File: config.mk
export PLATFORM = sky130hd
export DESIGN_NAME = wb_writeback_unit
export DESIGN_NICKNAME = d
export VERILOG_FILES = /design/src/rtl/wb_writeback_unit.sv
export SDC_FILE = /design/constraint.sdc
export NUM_CORES = 1
export LEC_CHECK = 0
export BUFFER_PORTS_ARGS = -buffer_cell sky130_fd_sc_hd__buf_2
export CAP_MARGIN = 40
export CELL_PAD_IN_SITES_DETAIL_PLACEMENT = 1
export CELL_PAD_IN_SITES_GLOBAL_PLACEMENT = 1
export CORE_ASPECT_RATIO = 1.5
export CORE_UTILIZATION = 32
export DETAILED_ROUTE_END_ITERATION = 8
export PLACE_DENSITY_LB_ADDON = 0.1
export SETUP_SLACK_MARGIN = 0.3
export SLEW_MARGIN = 20
export SYNTH_ARGS = -nofsm -noshare
export SYNTH_HDL_FRONTEND = slang
export SYNTH_SLANG_ARGS = --single-unit
File: constraint.sdc
create_clock -name clk -period 2.74 [get_ports clk]
set_input_delay 0.548 -clock clk [delete_from_list [all_inputs] [get_ports clk]]
set_output_delay 0.548 -clock clk [all_outputs]
set_load 0.1 [all_outputs]
File: src/rtl/wb_writeback_unit.sv
// Writeback stage: scalar register-file write port, single-row matrix write port,
// and a 4-cycle serialiser for MOPA results with upstream stall and sticky error flag.
module wb_writeback_unit #(
  parameter int unsigned XLEN   = 32,
  parameter int unsigned MROWS  = 4,
  parameter int unsigned RCNT_W = 32
) (
  input  logic              clk,
  input  logic              rst,
  input  logic [XLEN-1:0]   wb_mem_data,
  input  logic [XLEN-1:0]   wb_alu_o,
  input  logic [4:0]        wb_rd,
  input  logic              wb_mem2reg,
  input  logic              wb_regs_write,
  input  logic [1:0]        wb_matrix_index,
  input  logic              wb_mem2matrix,
  input  logic              wb_mem_reg2matrix,
  input  logic              wb_matrix_write,
  input  logic              wb_matrix_write_mopa,
  input  logic [1:0]        wb_mem_matrix2reg,
  input  logic [XLEN-1:0]   wb_matrix_line_data,
  input  logic [XLEN-1:0]   wb_regs_data1,
  input  logic [XLEN-1:0]   wb_matrix_mul_o [MROWS],
  input  logic [31:0]       wb_inst,
  output logic              rf_we,
  output logic [4:0]        rf_waddr,
  output logic [XLEN-1:0]   rf_wdata,
  output logic              mx_we,
  output logic [1:0]        mx_idx,
  output logic [1:0]        mx_row,
  output logic [XLEN-1:0]   mx_wdata,
  output logic              stall_o,
  output logic              err_o,
  output logic [RCNT_W-1:0] retired_cnt
);

  localparam int unsigned CntW = (MROWS > 1) ? $clog2(MROWS) : 1;

  typedef enum logic [0:0] {StIdle, StBurst} state_e;

  state_e              state_q, state_d;
  logic [CntW-1:0]     cnt_q, cnt_d;
  logic [XLEN-1:0]     buf_q [MROWS];
  logic [XLEN-1:0]     buf_d [MROWS];
  logic [1:0]          idx_q, idx_d;
  logic                err_q, err_d;
  logic [RCNT_W-1:0]   retired_q, retired_d;

  logic single_req, mopa_req;

  // Source of a single-row write is fully decided by wb_mem_reg2matrix.
  logic unused_mem2matrix;
  assign unused_mem2matrix = wb_mem2matrix;

  assign single_req = wb_matrix_write & ~wb_matrix_write_mopa;
  assign mopa_req   = wb_matrix_write & wb_matrix_write_mopa;

  // Scalar path is independent of the burst state.
  assign rf_we    = wb_regs_write & (wb_rd != 5'd0);
  assign rf_waddr = wb_rd;
  always_comb begin
    if (wb_mem_matrix2reg == 2'b10) rf_wdata = wb_matrix_line_data;
    else if (wb_mem2reg)            rf_wdata = wb_mem_data;
    else                            rf_wdata = wb_alu_o;
  end

  always_ff @(posedge clk) begin
    if (rst) begin
      state_q   <= StIdle;
      cnt_q     <= '0;
      for (int i = 0; i < MROWS; i++) buf_q[i] <= '0;
      idx_q     <= '0;
      err_q     <= 1'b0;
      retired_q <= '0;
    end else begin
      state_q   <= state_d;
      cnt_q     <= cnt_d;
      buf_q     <= buf_d;
      idx_q     <= idx_d;
      err_q     <= err_d;
      retired_q <= retired_d;
    end
  end

  always_comb begin
    state_d   = state_q;
    cnt_d     = cnt_q;
    buf_d     = buf_q;
    idx_d     = idx_q;
    err_d     = err_q;
    retired_d = (wb_inst != 32'd0) ? retired_q + RCNT_W'(1) : retired_q;
    unique case (state_q)
      StIdle: begin
        if (mopa_req) begin
          state_d = StBurst;
          cnt_d   = '0;
          buf_d   = wb_matrix_mul_o;
          idx_d   = wb_matrix_index;
        end
      end
      StBurst: begin
        // Any matrix request during a burst is dropped and flagged.
        if (single_req || mopa_req) err_d = 1'b1;
        if (cnt_q == CntW'(MROWS - 1)) begin
          state_d = StIdle;
          cnt_d   = '0;
        end else begin
          cnt_d = cnt_q + CntW'(1);
        end
      end
      default: state_d = StIdle;
    endcase
  end

  always_comb begin
    mx_we    = 1'b0;
    mx_idx   = wb_matrix_index;
    mx_row   = wb_inst[21:20];
    mx_wdata = wb_mem_reg2matrix ? wb_regs_data1 : wb_matrix_line_data;
    if (state_q == StBurst) begin
      mx_we    = 1'b1;
      mx_idx   = idx_q;
      mx_row   = 2'(cnt_q);
      mx_wdata = buf_q[cnt_q];
    end else begin
      mx_we = single_req;
    end
  end

  assign stall_o     = (state_q == StBurst);
  assign err_o       = err_q;
  assign retired_cnt = retired_q;

endmodule

==> impl_results.md, run 1 <==
- Initial antenna violation count: 13
- Req. time, crit path: 2.19 ns
- Mapped Nets: 1342
- First-pass detailed-route iteration total: 4
- CTS tree: done
- Final Hold Vio Count: 0
- Vias per inst: 5.06
- Synth area leader: dfxtp_1
- Rel. slew slack: 0.618
- 1st-iter DRT viols: 249
- Filler instances: 2995
- Avg WL per Cell: 18.1 um
- Ports: 414
- Final WL: 32000 um
- Share of layout cells above drive strength 1: 0.444
- Synth top area share: 0.402
- Die height: 199 um
- Overflow after GRT: 0
- CTS sink count: 166
- Post-DP HPWL: 24300 um
- CTS max path bufs: 2
- Peak VDD IR: 322 uV
- Final Critical Period: 2.53 ns
- Critical Path End Type: output pin
- Vias in the first global route: 9096
- CTS Buf Count: 17
- Tcrit/Tclk final: 0.924
- Final net count: 1719
- Synth warnings: 0
- Clock slew at reported path FFs: 0.07 ns
- Core Rows: 71
- Worst slew pin tran: 0.573 ns
- Synth Instances: 1035
- Dominant synthesized flop cell: dfxtp_1
- Final Skew: 0.00869 ns
- Final max-slew violation count: 0
- CP Launch Type: register
- Core ar.: 25200 um^2
- Clock root cell: clkbuf_16
- Hold crit path type: primary input to register
- Final setup vio count: 0
- CP max FO: 8
- Die area: 26500 um^2
- Async S/R FF share, synth: 0
- Status: complete, no violations
- Top cells by area, synth: dfxtp_1 40%, nand2_1 15%, a21oi_1 9.2%
- Largest net degree at the start of global routing: 73
- Register Area: 3350 um^2
- Static leakage: 5.57 nW
- Mapped cell area: 8270 um^2
- Total number of vias: 8927
- Chip Width: 133 um
- Clock Latency Late Sink: 0.43 ns
- Syn-to-layout area delta: 60.9%
- Seq/Total Area, Yosys: 0.402
- Final ANT Viol Nets: 0
- H-tree depth: 4
- Cell Pwr Density: 551 nW/um^2
- Routability cong.: 0.824
- DRC viols: 0
- RSZ-0062 raised after global routing: true
- Distinct cells, synth: 38
- Port Buffers: 412
- CP arrival: 1.98 ns
- Cell with the most instances after synthesis: nand2_1
- First-pass GRT wire length: 48700 um
- Number of flops mapped to enable cells by yosys: 0
- Kind of critical path: register to output pin
- Flops & latches, synth: 166
- F_max: 0.395 GHz
- Synthesized area per cell: 7.99 um^2
- Maxcap violations: 0
- Commonest cells in the netlist: 335 x nand2_1, 166 x dfxtp_1, 152 x a21oi_1
- WHS: 0.351 ns
- Total GRT Usage: 0.237
- Area of the multi-input gates: 5380 um^2
- Setup_tns: 0 ns
- Initial core utilization: 0.328
## metrics by stage
step	util	instances	worst slack [ns]	cell area [um^2]	power (mW)
after CTS	0.524	1751	0.188	13200	7.41
after floorplan	-	1035	0.300	9020	4.07
final	0.528	1764	0.207	13300	7.34
after global placement	0.492	1709	0.375	12400	4.91
after detailed placement	0.492	1709	0.361	12400	4.95
after global routing	0.527	1763	0.151	13300	7.60
## where the power goes
part           internal (mW)  switching [mW]  leakage (nW)
combinational          0.856            1.47          3.92
sequential              2.51          0.0666          1.36
clock                   1.40            1.03         0.295
## path summary, 6_finish.rpt
| check | start | to | slack (ns) | cells after the start |
|---|---|---|---|---|
| worst min register to register | buf_q[77] | buf_q[77] | 0.45 | 2 |
| worst max register to register | retired_cnt[0] | retired_cnt[30] | 0.51 | 6 |
| worst max-delay path | cnt_q[1] | mx_wdata[29] | 0.21 | 6 |
| worst min-delay path | wb_matrix_mul_o[18] | buf_q[18] | 0.35 | 3 |
## cells by family (layout without fill, tap and decap cells)
family / count (synthesis) / in the layout / share of synthesized area
AND/OR/NAND/NOR: 406 / 406 / 0.201
AO/OA/AOI/OAI: 251 / 251 / 0.161
flip-flops: 166 / 166 / 0.402
multiplexers: 101 / 101 / 0.171
buffers and inverters: 96 / 486 / 0.0487
XOR/XNOR: 13 / 13 / 0.0138
adder cells (fa/ha/maj): 2 / 2 / 0.00302
other: 0 / 11 / 0
## cell usage in the layout (no fill, tap or decap), types with 2 or more instances in the layout
master     count
o2111ai_2      2
clkinv_4       3
clkinv_2       2
clkbuf_16     17
nor2_1        21
buf_12        80
nand3_1        4
o31ai_1        2
ha_1           2
mux4_2        32
inv_1          7
buf_2        346
nand4_1        5
o21ai_0       17
mux2i_1       64
and3_1         4
dfxtp_1      154
and4_1         2
bufinv_16      2
dfxtp_4        3
clkbuf_8       2
a21oi_1      152
nand2_2       27
nand2_4        5
o211ai_1       2
buf_6          2
nand2_1      303
buf_4         18
o21ai_4       63
or4_1          3
xor2_1        12
mux2_2         5
diode_2       11
inv_6          4
dfxtp_2        9
or3_1         14
o2111ai_1      8
nor4_1        10
## worst max-delay path, cell delays in order (launching register included)
cell     delay, ns
dfxtp_4       0.38
buf_12        0.14
buf_12        0.15
mux4_2        0.51
nand2_2       0.12
o21ai_4       0.07
buf_12        0.17
## flip-flops by register name, summed over array words and instances (netlist names)
name         count
buf_q          128
cnt_q            2
err_o            1
idx_q            2
retired_cnt     32
stall_o          1
## layout make-up
type,instances,area share
tap,328,0.0308
inverter,7,0.00197
sequential,166,0.251
clock buffer,19,0.0340
antenna,11,0.00207
clock inverter,13,0.0109
timing repair buffer,447,0.264
multi-input combinational,773,0.404
## layer usage
layer  global-route usage  wire length [um]
met1                0.248             11900
met2                0.445             17400
met3               0.0573              1850
met4                0.106               811
met5                    0                27
## what timing repair did
item	4_1_cts	5_1_grt
hold buffers	0	0
endpoints found under the hold margin	0	0
cloned	1	0
pin swaps	10	1
endpoints found under the setup margin	32	33
buffers inserted	9	2
gates resized for setup	33	16
(Power assumes the default switching activity.)
==> inputs of run 2 (changes only) <==
--- a/config.mk
+++ b/config.mk
@@ -9,8 +9,8 @@
 export CAP_MARGIN = 40
 export CELL_PAD_IN_SITES_DETAIL_PLACEMENT = 1
 export CELL_PAD_IN_SITES_GLOBAL_PLACEMENT = 1
-export CORE_ASPECT_RATIO = 1.5
-export CORE_UTILIZATION = 32
+export CORE_UTILIZATION = 33
+export CTS_BUF_LIST = sky130_fd_sc_hd__clkbuf_2 sky130_fd_sc_hd__clkbuf_4 sky130_fd_sc_hd__clkbuf_8
 export DETAILED_ROUTE_END_ITERATION = 8
 export PLACE_DENSITY_LB_ADDON = 0.1
 export SETUP_SLACK_MARGIN = 0.3
==> run 2 against run 1 <==
Against the previous run: sequential cell count is the same; critical endpoint is now mx_wdata[3]; wire length shrank 3.9%; first-iteration DRC count grew 22%; hold slack lost 0.034 ns; die area shrank 3.0%; sequential power is essentially flat.
==> impl_results.md, run 2 (synthesized netlist as in run 1, its figures left out) <==
- Maxcap violations: 0
- Biggest register: buf_q
- Peak VDD IR: 325 uV
- Switching fraction of total power: 0.364
- Total number of vias: 8737
- Static leakage: 5.36 nW
- Final setup vio count: 0
- Routability cong.: 0.807
- DP Area: 12400 um^2
- Core Rows: 57
- Largest net degree at the start of global routing: 131
- Overflow after GRT: 0
- Worst Reg-to-Reg Cells: 6
- Status: complete, no violations
- Worst slew pin tran: 0.616 ns
- Setup_tns: 0 ns
- First-pass detailed-route iteration total: 4
- CTS sink count: 166
- CTS max path bufs: 2
- Commonest non-fill, non-tap cell in the layout: buf_2
- Syn-to-layout area delta: 56.1%
- Flop pwr share: 0.381
- Fraction of power consumed by combinational cells: 0.342
- Crit Reg-Reg Endpoint: retired_cnt[30]
- Tcrit/Tclk final: 0.911
- Share of layout cells above drive strength 1: 0.428
- Net Sw Power: 2.46 mW
- Final Hold Vio Count: 0
- Core ar.: 24500 um^2
- First-pass GRT wire length: 47600 um
- DRC viols: 0
- Hold Crit Endpoint: buf_q[69]
- Ports: 414
- Most frequent cells in the layout: 346 x buf_2, 321 x nand2_1, 154 x dfxtp_1, 152 x a21oi_1, 74 x buf_12
- Initial antenna violation count: 10
- Largest register FFs: 128
- F_max: 0.401 GHz
- Clock slew at reported path FFs: 0.09 ns
- Critical Path End Type: output pin
- RSZ-0062 raised after global routing: true
- Rel. slew slack: 0.589
- Final Critical Period: 2.50 ns
- Final Skew: 0.0162 ns
- Port Buffers: 412
- Register Area: 3340 um^2
- Hold Path Depth: 3
- Hold crit path type: primary input to register
- CP Launch Type: register
- Worst flop-to-flop path startpoint: retired_cnt[0]
- Clock Latency Late Sink: 0.46 ns
- Kind of critical path: register to output pin
- Final WL: 30700 um
- Post-DP HPWL: 23800 um
- Filler instances: 2910
- Int Pwr: 4.29 mW
- Clock root cell: clkbuf_8
- Die height: 160 um
- Avg WL per Cell: 17.6 um
- Final max-slew violation count: 0
- CP arrival: 1.95 ns
- Req. time, crit path: 2.19 ns
- Hold_sp: wb_matrix_mul_o[69]
- Total GRT Usage: 0.236
- Final ANT Viol Nets: 0
- CTS tree: done
- Initial core utilization: 0.338
- Vias per inst: 5.00
- Final net count: 1713
- CP max FO: 10
- Post-route cell area: 12900 um^2
- Number of hold buffers added after cts: 0
- Clock Power Share: 0.277
- Area of the multi-input gates: 5320 um^2
- H-tree depth: 4
- Die area: 25700 um^2
- Chip Width: 160 um
- 1st-iter DRT viols: 303
- Cell Pwr Density: 522 nW/um^2
- CTS Buf Count: 17
- Vias in the first global route: 9030
- Reg2Reg Setup Slack: 0.62 ns
==> run 2: repair_timing <==
action	in CTS	in global routing
setup buffers	2	1
endpoints found under the setup margin	34	33
pin swaps	0	0
gates resized for setup	15	4
==> run 2: worst max path at each step <==
stage                         startpoint         endpoint  slack, ns
floorplan           wb_mem_matrix2reg[1]     rf_wdata[17]       0.30
global placement             wb_inst[20]  retired_cnt[31]       0.44
detailed placement              cnt_q[1]     mx_wdata[30]       0.42
CTS                             cnt_q[1]      mx_wdata[3]       0.18
global route                    cnt_q[1]     mx_wdata[29]       0.14
finish                          cnt_q[1]      mx_wdata[3]       0.24
==> run 2: per-stage QoR <==
stage	instances	setup slack [ns]	power [mW]	hold slack [ns]	utilization
6_report	1749	0.244	6.74	0.317	0.528
5_1_grt	1747	0.139	7.01	0.297	0.528
4_1_cts	1742	0.180	6.82	0.288	0.526
3_5_place_dp	1708	0.418	4.94	0.445	0.507
3_3_place_gp	1708	0.436	4.90	0.439	0.507
2_1_floorplan	1035	0.300	4.07	0.433	-
==> run 2: layout make-up <==
type                       instances  share of cell area
multi-input combinational        773               0.412
timing repair buffer             441               0.262
sequential                       166               0.259
tap                              324              0.0314
clock buffer                      23              0.0235
clock inverter                     9             0.00911
inverter                           7             0.00203
antenna                            6             0.00116
==> run 2: power by group through the flow <==
stage               registers (mW)  clock network (mW)  logic, mW
floorplan                     2.64                   0       1.43
global placement              2.63                   0       2.28
detailed placement            2.63                   0       2.31
CTS                           2.58                1.92       2.31
global route                  2.58                2.02       2.41
finish                        2.57                1.87       2.30
==> run 2: worst max-delay path: stages, from the launching register on <==
cell     delay [ns]
dfxtp_4        0.43
buf_12         0.17
mux4_2         0.53
nand2_2        0.12
o21ai_4        0.07
buf_12         0.17
==> run 2: metal layers <==
layer	GRT usage	share of wire	up-vias	routed length (um)
li1	-	-	4304	-
met1	0.265	0.40	4124	12300
met2	0.438	0.53	266	16200
met3	0.0560	0.055	35	1690
met4	0.0710	0.017	8	510
met5	0	0.0017	-	52
==> inputs of run 3 (changes only) <==
--- a/config.mk
+++ b/config.mk
@@ -5,12 +5,13 @@
 export SDC_FILE = /design/constraint.sdc
 export NUM_CORES = 1
 export LEC_CHECK = 0
+export ABC_CLOCK_PERIOD_IN_PS = 2740
 export BUFFER_PORTS_ARGS = -buffer_cell sky130_fd_sc_hd__buf_2
 export CAP_MARGIN = 40
 export CELL_PAD_IN_SITES_DETAIL_PLACEMENT = 1
 export CELL_PAD_IN_SITES_GLOBAL_PLACEMENT = 1
 export CORE_UTILIZATION = 33
-export CTS_BUF_LIST = sky130_fd_sc_hd__clkbuf_2 sky130_fd_sc_hd__clkbuf_4 sky130_fd_sc_hd__clkbuf_8
+export CTS_BUF_LIST = sky130_fd_sc_hd__clkbuf_2
 export DETAILED_ROUTE_END_ITERATION = 8
 export PLACE_DENSITY_LB_ADDON = 0.1
 export SETUP_SLACK_MARGIN = 0.3
==> constraint.sdc (replaced) <==
create_clock -name clk -period 2.74 [get_ports clk]
set_input_delay 0.137 -clock clk [delete_from_list [all_inputs] [get_ports clk]]
set_output_delay 0.137 -clock clk [all_outputs]
set_load 0.1 [all_outputs]
==> run 3 against run 2 <==
Against the previous run: clock power down 28%; critical endpoint is now mx_wdata[14]; non-clock buffer count up 205; hold slack worse by 0.19 ns; sequential power about the same; clock-buffer cell count down 6; die area unchanged; power down 7.9%; wire length up 22%; largest cell class unchanged; cell area up 6.8%; fmax up 2.0%; critical path depth up 1; first-iteration DRC count up 27%.
==> impl_results.md, run 3 (synthesized netlist as in run 1, its figures left out) <==
- Req. time, crit path: 2.60 ns
- Static leakage: 5.99 nW
- Vias per inst: 5.06
- GRT busiest layer: met2
- CTS Buf Count: 17
- Final Critical Period: 2.45 ns
- Largest register FFs: 128
- Die area: 25700 um^2
- Post-DP HPWL: 22500 um
- Clock slew at reported path FFs: 0.30 ns
- Final ANT Viol Nets: 0
- Post-route cell area: 13800 um^2
- First-pass GRT wire length: 57500 um
- Peak VDD IR: 239 uV
- Kind of critical path: register to output pin
- RSZ-0062 raised after global routing: true
- Initial core utilization: 0.338
- Tcrit/Tclk final: 0.893
- First-pass detailed-route iteration total: 4
- Critical Path End Type: output pin
- Final WL: 37400 um
- Global Route met3 Usage: 0.0630
- Hold crit path type: primary input to register
- Dpl ws: 0.600 ns
- Die height: 160 um
- Commonest non-fill, non-tap cell in the layout: buf_2
- Pwr Total: 6.21 mW
- Largest net degree at the start of global routing: 79
- DP Area: 10800 um^2
- GRT met1 Usage: 0.306
- Critical-path cell list: buf_12, buf_16, mux4_2, nand2_2, o21ai_4, buf_12
- Clock Latency Late Sink: 0.78 ns
- Maxcap violations: 0
- Vias in the first global route: 10700
- Most frequent cells in the layout: 379 x buf_2, 316 x nand2_1, 197 x dlygate4sd3_1, 154 x dfxtp_1, 152 x a21oi_1
- Met2 Track Usage GR: 0.547
- H-tree depth: 4
- Syn-to-layout area delta: 66.8%
- Core Rows: 57
- Chip Width: 160 um
- WHS: 0.125 ns
- Clock root cell: clkbuf_2
- CTS max path bufs: 2
- Initial antenna violation count: 3
- CP Launch Type: register
- Ports: 414
- Overflow after GRT: 0
- CTS sink count: 166
- DRC viols: 0
- Most frequent cell on the critical path: buf_12
- Max incr delay on CP: 0.51 ns
- Final Hold Vio Count: 0
- Avg WL per Cell: 19.2 um
- Cell Pwr Density: 450 nW/um^2
- Total GRT Usage: 0.286
- F_max: 0.409 GHz
- Share of layout cells above drive strength 1: 0.378
- Biggest register: buf_q
- Filler instances: 2966
- Final WS setup: 0.294 ns
- Worst slew pin tran: 0.771 ns
- Final max-slew violation count: 0
- CTS tree: done
- 1st-iter DRT viols: 385
- Routability cong.: 0.795
- Rel. slew slack: 0.486
- CP max FO: 6
- Total number of vias: 9875
- Final Skew: 0.0766 ns
- CP arrival: 2.31 ns
- Port Buffers: 412
- Critical-path top delay cell: mux4_2
- Final setup vio count: 0
- Final net count: 1918
- Core ar.: 24500 um^2
- Status: complete, no violations
-- run 3: cell types whose count changed in the layout (fill, tap and decap cells not counted), moves of 4 or more --
cell,change
buf_12,-43
buf_2,+33
buf_4,+4
dlygate4sd3_1,+197
clkbuf_2,+17
nand2_1,-5
clkbuf_8,-21
inv_6,+6
o21ai_1,+6
o21ai_2,+52
o21ai_4,-58
nand2_4,+4
buf_6,+13
-- run 3: worst max-delay path: cells and delay by family (launching register included) --
kind | cells | cell delay, ns
muxes | 1 | 0.51
DFF | 1 | 0.48
buffers and inverters | 3 | 0.41
and+or+nand+nor | 1 | 0.10
AOI/OAI and AO/OA | 1 | 0.08
-- run 3: layout make-up --
cell class	count	area [um^2]	share of cell area
multi-input combinational	773	4890	0.354
timing repair buffer	646	4880	0.354
sequential	166	3350	0.242
tap	324	405	0.0294
clock inverter	15	158	0.0114
clock buffer	17	85.1	0.00617
inverter	7	26.3	0.00190
antenna	3	7.51	0.000544
-- run 3: metal layers --
layer,part of all wire,wire (um)
met1,0.37,13900
met2,0.55,20500
met3,0.055,2050
met4,0.027,996
met5,0,0
-- run 3: final timing paths --
check / startpoint / to / slack (ns) / cells after the start
setup reg to reg: stall_o / buf_q[38] / 0.32 / 7
setup / recovery: cnt_q[1] / mx_wdata[14] / 0.29 / 6
hold / removal: wb_inst[4] / retired_cnt[12] / 0.12 / 6
hold reg to reg: buf_q[0] / buf_q[0] / 0.47 / 2
-- run 3: what timing repair did --
action | in CTS | in global routing
pin swaps | 11 | 11
setup endpoints to repair | 38 | 70
endpoints found under the hold margin | 145 | 0
hold buffers | 197 | 0
cloned | 1 | 0
resized for setup | 99 | 42
buffers inserted | 15 | 2
-- run 3: power by group --
part           internal (mW)  switching (mW)  total [mW]
Sequential              2.52          0.0593        2.58
Combinational          0.803            1.48        2.28
Clock                  0.301            1.05        1.35
-- run 3: through the flow --
stage / utilization / instances / TNS, ns
after floorplan: - / 1035 / -0.136
after global placement: 0.443 / 1701 / 0
after detailed placement: 0.443 / 1701 / 0
after CTS: 0.556 / 1946 / 0
after global routing: 0.564 / 1951 / 0
final: 0.564 / 1951 / 0
